### src/rtl/uart_rx_fifo_if.sv
// Bus bundle for the UART receiver with its receive FIFO.
// The slave side is the receiver. The master side is whoever drives the serial
// line and drains the FIFO.
interface uart_rx_fifo_if #(
  parameter int DATA_BITS  = 8,
  parameter int FIFO_DEPTH = 16
);
  localparam int CW = $clog2(FIFO_DEPTH + 1);

  logic                 rx;
  logic                 rd_en;
  logic                 clear_err;
  logic [DATA_BITS-1:0] data;
  logic                 empty;
  logic                 full;
  logic [CW-1:0]        count;
  logic                 overrun;
  logic                 frame_err;
  logic                 parity_err;

  modport slave (
    input  rx, rd_en, clear_err,
    output data, empty, full, count, overrun, frame_err, parity_err
  );

  modport master (
    output rx, rd_en, clear_err,
    input  data, empty, full, count, overrun, frame_err, parity_err
  );
endinterface

### src/rtl/uart_rx_fifo.sv
// UART receiver with a first-word-fall-through receive FIFO.
// The rx input is synchronised through two flops. A falling edge starts a frame.
// Each bit is sampled at its midpoint. Good frames are pushed into the FIFO.
// Overrun, framing and parity errors are held in sticky flags.
module uart_rx_fifo #(
  parameter int CLKS_PER_BIT = 2083,
  parameter int DATA_BITS    = 8,
  parameter int PARITY       = 0,
  parameter int FIFO_DEPTH   = 16
) (
  input  logic            clk,
  input  logic            reset,
  uart_rx_fifo_if.slave   bus
);

  localparam int CNT_W = $clog2(CLKS_PER_BIT);
  localparam int BIT_W = (DATA_BITS > 1) ? $clog2(DATA_BITS) : 1;
  localparam int AW    = $clog2(FIFO_DEPTH);
  localparam int CW    = $clog2(FIFO_DEPTH + 1);

  localparam logic [CNT_W-1:0] HALF_BIT   = CNT_W'(CLKS_PER_BIT / 2);
  localparam logic [CNT_W-1:0] FULL_BIT_M = CNT_W'(CLKS_PER_BIT - 1);
  localparam logic [BIT_W-1:0] LAST_BIT   = BIT_W'(DATA_BITS - 1);
  localparam logic [CW-1:0]    FULL_CNT   = CW'(FIFO_DEPTH);

  typedef enum logic [2:0] {
    S_IDLE,
    S_START,
    S_DATA,
    S_PARITY,
    S_STOP,
    S_WAIT_IDLE
  } state_t;

  // Returns 1 when the received parity bit disagrees with the configured sense.
  // Even parity means XOR over data and parity is 0. Odd parity means it is 1.
  function automatic logic parity_bad(input logic [DATA_BITS-1:0] d, input logic p);
    logic want;
    want = (PARITY == 1);
    return ((^d) ^ p) != want;
  endfunction

  // Synchroniser and previous-sample registers
  logic rx_meta_q, rx_sync_q, rx_last_q;

  // Receiver state
  state_t           state_q;
  logic [CNT_W-1:0] cnt_q;
  logic [BIT_W-1:0] bit_q;
  logic             bad_q;
  logic             wr_q;
  logic             perr_ev_q;
  logic             ferr_ev_q;
  logic [DATA_BITS-1:0] shreg_q;

  // FIFO storage and control
  logic [DATA_BITS-1:0] mem_q [FIFO_DEPTH];
  logic [AW-1:0]        wptr_q, rptr_q;
  logic [CW-1:0]        count_q;
  logic                 overrun_q, frame_err_q, parity_err_q;

  logic empty, full, pop, push_ok, ovr_ev, shift_en;

  assign empty    = (count_q == '0);
  assign full     = (count_q == FULL_CNT);
  assign pop      = bus.rd_en && !empty;
  assign push_ok  = wr_q && (!full || pop);
  assign ovr_ev   = wr_q && full && !pop;
  assign shift_en = (state_q == S_DATA) && (cnt_q == '0);

  // Two-flop synchroniser plus one extra stage used for falling-edge detection
  always_ff @(posedge clk or posedge reset) begin
    if (reset) begin
      rx_meta_q <= 1'b1;
      rx_sync_q <= 1'b1;
      rx_last_q <= 1'b1;
    end else begin
      rx_meta_q <= bus.rx;
      rx_sync_q <= rx_meta_q;
      rx_last_q <= rx_sync_q;
    end
  end

  // Receiver FSM. The write strobe and the error events are registered pulses.
  always_ff @(posedge clk or posedge reset) begin
    if (reset) begin
      state_q   <= S_IDLE;
      cnt_q     <= '0;
      bit_q     <= '0;
      bad_q     <= 1'b0;
      wr_q      <= 1'b0;
      perr_ev_q <= 1'b0;
      ferr_ev_q <= 1'b0;
    end else begin
      wr_q      <= 1'b0;
      perr_ev_q <= 1'b0;
      ferr_ev_q <= 1'b0;
      unique case (state_q)
        S_IDLE: begin
          if (rx_last_q && !rx_sync_q) begin
            state_q <= S_START;
            cnt_q   <= HALF_BIT;
            bad_q   <= 1'b0;
          end
        end
        S_START: begin
          if (cnt_q == '0) begin
            // A line that is high again at the start-bit midpoint was a glitch
            if (rx_sync_q) begin
              state_q <= S_IDLE;
            end else begin
              state_q <= S_DATA;
              cnt_q   <= FULL_BIT_M;
              bit_q   <= '0;
            end
          end else begin
            cnt_q <= cnt_q - 1'b1;
          end
        end
        S_DATA: begin
          if (cnt_q == '0) begin
            cnt_q <= FULL_BIT_M;
            if (bit_q == LAST_BIT) begin
              state_q <= (PARITY != 0) ? S_PARITY : S_STOP;
            end else begin
              bit_q <= bit_q + 1'b1;
            end
          end else begin
            cnt_q <= cnt_q - 1'b1;
          end
        end
        S_PARITY: begin
          if (cnt_q == '0) begin
            cnt_q   <= FULL_BIT_M;
            state_q <= S_STOP;
            if (parity_bad(shreg_q, rx_sync_q)) begin
              bad_q     <= 1'b1;
              perr_ev_q <= 1'b1;
            end
          end else begin
            cnt_q <= cnt_q - 1'b1;
          end
        end
        S_STOP: begin
          if (cnt_q == '0) begin
            if (!rx_sync_q) begin
              ferr_ev_q <= 1'b1;
              state_q   <= S_WAIT_IDLE;
            end else begin
              wr_q    <= !bad_q;
              state_q <= S_IDLE;
            end
          end else begin
            cnt_q <= cnt_q - 1'b1;
          end
        end
        S_WAIT_IDLE: begin
          if (rx_sync_q) state_q <= S_IDLE;
        end
        default: state_q <= S_IDLE;
      endcase
    end
  end

  // Data shift register. It takes bits LSB first and stays stable until the next
  // frame, so the FIFO write can read it directly.
  always_ff @(posedge clk) begin
    if (shift_en) shreg_q <= {rx_sync_q, shreg_q[DATA_BITS-1:1]};
  end

  // FIFO storage write
  always_ff @(posedge clk) begin
    if (push_ok) mem_q[wptr_q] <= shreg_q;
  end

  // FIFO pointers and occupancy count. The pointers wrap naturally at FIFO_DEPTH.
  always_ff @(posedge clk or posedge reset) begin
    if (reset) begin
      wptr_q  <= '0;
      rptr_q  <= '0;
      count_q <= '0;
    end else begin
      if (push_ok) wptr_q <= wptr_q + AW'(1);
      if (pop)     rptr_q <= rptr_q + AW'(1);
      if (push_ok && !pop)      count_q <= count_q + CW'(1);
      else if (pop && !push_ok) count_q <= count_q - CW'(1);
    end
  end

  // Sticky error flags. An error event wins over clear_err in the same cycle.
  always_ff @(posedge clk or posedge reset) begin
    if (reset) begin
      overrun_q    <= 1'b0;
      frame_err_q  <= 1'b0;
      parity_err_q <= 1'b0;
    end else begin
      overrun_q    <= (overrun_q    && !bus.clear_err) || ovr_ev;
      frame_err_q  <= (frame_err_q  && !bus.clear_err) || ferr_ev_q;
      parity_err_q <= (parity_err_q && !bus.clear_err) || perr_ev_q;
    end
  end

  assign bus.data       = empty ? '0 : mem_q[rptr_q];
  assign bus.empty      = empty;
  assign bus.full       = full;
  assign bus.count      = count_q;
  assign bus.overrun    = overrun_q;
  assign bus.frame_err  = frame_err_q;
  assign bus.parity_err = parity_err_q;

endmodule

### src/flat_wrapper.sv
// flat-port wrapper written by rule: the top's interface ports become plain ports
module uart_rx_fifo_flat 
#(
  parameter int CLKS_PER_BIT = 2083,
  parameter int DATA_BITS    = 8,
  parameter int PARITY       = 0,
  parameter int FIFO_DEPTH   = 16
)
  (clk, reset, bus_rx, bus_rd_en, bus_clear_err, bus_data, bus_empty, bus_full, bus_count, bus_overrun, bus_frame_err, bus_parity_err);
  uart_rx_fifo_if #(.DATA_BITS(DATA_BITS), .FIFO_DEPTH(FIFO_DEPTH)) bus_i ();
  input  logic clk;
  input  logic reset;
  input wire logic [$bits(bus_i.rx)-1:0] bus_rx;
  input wire logic [$bits(bus_i.rd_en)-1:0] bus_rd_en;
  input wire logic [$bits(bus_i.clear_err)-1:0] bus_clear_err;
  output wire logic [$bits(bus_i.data)-1:0] bus_data;
  output wire logic [$bits(bus_i.empty)-1:0] bus_empty;
  output wire logic [$bits(bus_i.full)-1:0] bus_full;
  output wire logic [$bits(bus_i.count)-1:0] bus_count;
  output wire logic [$bits(bus_i.overrun)-1:0] bus_overrun;
  output wire logic [$bits(bus_i.frame_err)-1:0] bus_frame_err;
  output wire logic [$bits(bus_i.parity_err)-1:0] bus_parity_err;
  assign bus_i.rx = bus_rx;
  assign bus_i.rd_en = bus_rd_en;
  assign bus_i.clear_err = bus_clear_err;
  assign bus_data = bus_i.data;
  assign bus_empty = bus_i.empty;
  assign bus_full = bus_i.full;
  assign bus_count = bus_i.count;
  assign bus_overrun = bus_i.overrun;
  assign bus_frame_err = bus_i.frame_err;
  assign bus_parity_err = bus_i.parity_err;
  uart_rx_fifo #(.CLKS_PER_BIT(CLKS_PER_BIT), .DATA_BITS(DATA_BITS), .PARITY(PARITY), .FIFO_DEPTH(FIFO_DEPTH)) u_core (.clk(clk), .reset(reset), .bus(bus_i));
endmodule
### config.mk
export PLATFORM = sky130hd
export DESIGN_NAME = uart_rx_fifo_flat
export DESIGN_NICKNAME = d
export VERILOG_FILES = /design/src/rtl/uart_rx_fifo_if.sv /design/src/rtl/uart_rx_fifo.sv /design/src/flat_wrapper.sv
export SDC_FILE = /design/constraint.sdc
export NUM_CORES = 1
export LEC_CHECK = 0
export CORE_ASPECT_RATIO = 0.5
export CORE_UTILIZATION = 60
export CTS_BUF_LIST = sky130_fd_sc_hd__clkbuf_2
export DETAILED_ROUTE_END_ITERATION = 16
export PLACE_DENSITY = 0.89
export SLEW_MARGIN = 20
export SYNTH_ARGS = -nofsm -noshare
export SYNTH_HDL_FRONTEND = slang
export SYNTH_SLANG_ARGS = --single-unit
### constraint.sdc
create_clock -name clk -period 3.2 [get_ports clk]
set_input_delay 0.64 -clock clk [delete_from_list [all_inputs] [get_ports clk]]
set_output_delay 0.64 -clock clk [all_outputs]
set_load 0.03 [all_outputs]
==> results.yml <==
logic_synthesis:
  synth_edf_count: 136
  netlist_area_mm2: 0.00756
  synth-adder-area-share_pct: 2.58
  synth_cell_type_count: 55
  ys_seq_area_share_pct: 67.6
  yosysMostFrequentCell: "edfxtp_1"
  synth_compound_area_share_pct: 5.20
  synth_top_area_cell: "edfxtp_1"
  synth_top_area_share_pct: 54.0
  netlist_instances: 451
  synthSimpleGateAreaFrac_pct: 8.11
  async_flop_share_pct: 23.2
  ys_seq_elements: 177
  synth_flop_cell: "edfxtp_1"
  synthXorXnorAreaFrac_pct: 2.32
  synth.area.top_cells: "edfxtp_1 54%, dfrtp_1 13%, mux4_2 12%"
  synth_fp_nets: 471
  yosys_warnings: 0
  syn_area_per_cell_um2: 16.8
  synth_common_cells: "136 x edfxtp_1, 40 x mux4_2, 38 x dfrtp_1, 26 x nand2_1, 18 x xnor2_1"
  synth_top_family_by_area: "multiplexers"
  synth.area.mux_share_pct: 12.0
power_and_ir_drop:
  swShare_pct: 35.5
  p_comb_share_pct: 39.4
  seqPwrFrac_pct: 43.1
  internal-power_mw: 4.20
  power.switching_mw: 2.31
  power_density_mw_per_mm2: 777
  ir_worst_vdd_v: 0.000545
  p_leak_nw: 2.99
  clkPwrFrac_pct: 17.5
die:
  start_util_pct: 62.7
  die_area_mm2: 0.0131
  core_mm2: 0.0121
  dieWidth_um: 161
  std_cell_rows: 28
  chipHeight_um: 81.4
  ioPinCount: 23
placement:
  dp_cells: 630
  gp_congestion: 0.836
  dpl.hpwl_um: 9440
  portBuffers: 22
timing:
  worst_slew_pin_slew_ns: 0.824
  clock_skew_ns: 0.0394
  fin_crit_sh_pct: 108
  maxSlewViolCount: 0
  setup_ws_ns: -0.272
  maxSlewHeadroom_pct: 44.9
  setup_viol: 8
  rsz0062_at_grt: "true"
  hold_viol: 0
  min_period_ns: 3.47
  max_freq_mhz: 288
  hold_slack_ns: 0.110
layout:
  final_nets: 511
  fin_cells: 669
  area_growth_pct: 10.9
  layout-drive-gt1-share_pct: 22.8
  diodes: 0
setup_path:
  start_kind: "flip-flop"
  crit_type: "flip-flop to primary output"
  critical_path.max_fanout: 5
  end_kind: "primary output"
  cp.required_ns: 2.56
  cp_data_arrival_time_ns: 2.83
  reg2reg_slack_ns: 0.31
route:
  final_antenna_net_count: 0
  drtIter0Drc: 396
  route.vias.total: 4099
  via_per_inst: 6.13
  route.detailed.drc: 0
  wirelength_um: 14900
  first_pass_iters: 6
  wl_per_cell_um: 22.3
clocking:
  clk_pin_slew_ns: 0.28
  cts_tree: "yes"
  insertion_delay_ns: 0.77
  cts_buffers: 17
  cts_root_buf: "clkbuf_2"
  cts.path.max_buffers: 2
  cts_sinks: 177
  h-tree-depth: 4
status:
  violations: "setup timing"
  status: "complete, but fails checks"
global_route:
  grt_first_pass_wirelength_um: 22500
  grt_max_degree: 25
  grt_usage_pct: 24.1
  antenna_found_initial: 0
  grt-ovfl-total: 0
  grt_pass1_vias: 4116
min_path:
  hold_path.class: "primary input to async pin"
flow_run:
  maxCapViolations: 0
==> final timing paths <==
path / from / end / depth (start not counted)
min in group clk: bus_rx / u_core.rx_meta_q / 1
worst max register to register: u_core.bus.count[1] / u_core.bus.count[4] / 12
worst min-delay path: reset / u_core.cnt_q[6] / 2
worst max-delay path: u_core.rptr_q[0] / bus_data[6] / 6
max in group asynchronous: reset / u_core.rx_last_q / 3
worst min register to register: u_core.rx_meta_q / u_core.rx_sync_q / 0
==> what timing repair did <==
| action | in CTS | in global routing |
|---|---|---|
| hold buffers | 0 | 0 |
| resized for setup | 57 | 5 |
| endpoints found under the setup margin | 9 | 10 |
| gates cloned | 1 | 1 |
| setup buffers | 5 | 0 |
==> sequential cells by signal, summed over array words and instances, names as in the netlist <==
register and cells:
u_core.ferr_ev_q 1, u_core.mem_q 128, u_core.rx_last_q 1, u_core.wptr_q 4
u_core.bus.count 5, u_core.bus.overrun 1, u_core.shreg_q 8, u_core.perr_ev_q 1
u_core.bad_q 1, u_core.state_q 3, u_core.bus.frame_err 1, u_core.rptr_q 4
u_core.bit_q 3, u_core.rx_meta_q 1, u_core.bus.parity_err 1, u_core.rx_sync_q 1
u_core.wr_q 1, u_core.cnt_q 12
==> final cells by class <==
cell class                 count  area, um2
fill                         769       3670
inverter                      13       48.8
clock inverter                14        155
multi-input combinational    240       2300
clock buffer                  18       90.1
tap                          165        206
timing repair buffer          42        470
sequential                   177       5110
==> placed cells by master (no fill, tap or decap), types with 12 or more instances in the layout <==
master | Yosys | layout
and2_1 | 16 | 16
buf_4 | 4 | 16
clkbuf_2 | 0 | 18
clkdlybuf4s50_1 | 0 | 12
dfrtp_1 | 38 | 37
edfxtp_1 | 136 | 136
ha_1 | 14 | 14
mux4_2 | 40 | 40
nand2_1 | 26 | 26
o21ai_0 | 16 | 16
xnor2_1 | 18 | 18
==> per-stage QoR <==
stage          cell area (um2)  total power [mW]  setup slack, ns  utilization (%)  setup TNS (ns)
6_report                  8390              6.52           -0.272             69.6           -1.90
5_1_grt                   8390              6.84           -0.384             69.6           -3.03
4_1_cts                   8340              6.46           -0.296             69.2           -2.07
3_5_place_dp              8010              5.21            0.115             66.5               0
3_3_place_gp              8010              5.14            0.183             66.5               0
2_1_floorplan             7560              4.54            0.151                -               0
==> per-layer routing <==
layer / part of all wire, % / GRT usage [%]
met5: 0 / 0
met4: 2.1 / 8.87
met3: 6.2 / 5.87
met1: 42 / 32.6
met2: 49 / 38.9
==> critical path, cell delays in order, from the launching register on <==
cell,delay [ns]
dfrtp_2,0.47
buf_6,0.15
buf_12,0.14
mux4_2,0.55
mux4_2,0.47
nor2b_1,0.14
buf_4,0.16
==> cells by family (layout without fill, tap and decap cells) <==
logic type	Yosys count	in the layout
compound gates	56	56
xor+xnor	20	20
fa+ha+maj	15	15
buf+inv	34	87
flops	177	177
mux	41	41
simple gates	108	108
==> power groups by stage <==
stage	Combinational [mW]	Clock [mW]	Sequential, mW
global placement	2.30	0	2.84
CTS	2.50	1.15	2.81
floorplan	1.72	0	2.82
detailed placement	2.36	0	2.86
finish	2.56	1.14	2.81
global route	2.76	1.25	2.83
No activity file was read; power rests on OpenSTA's default activity.
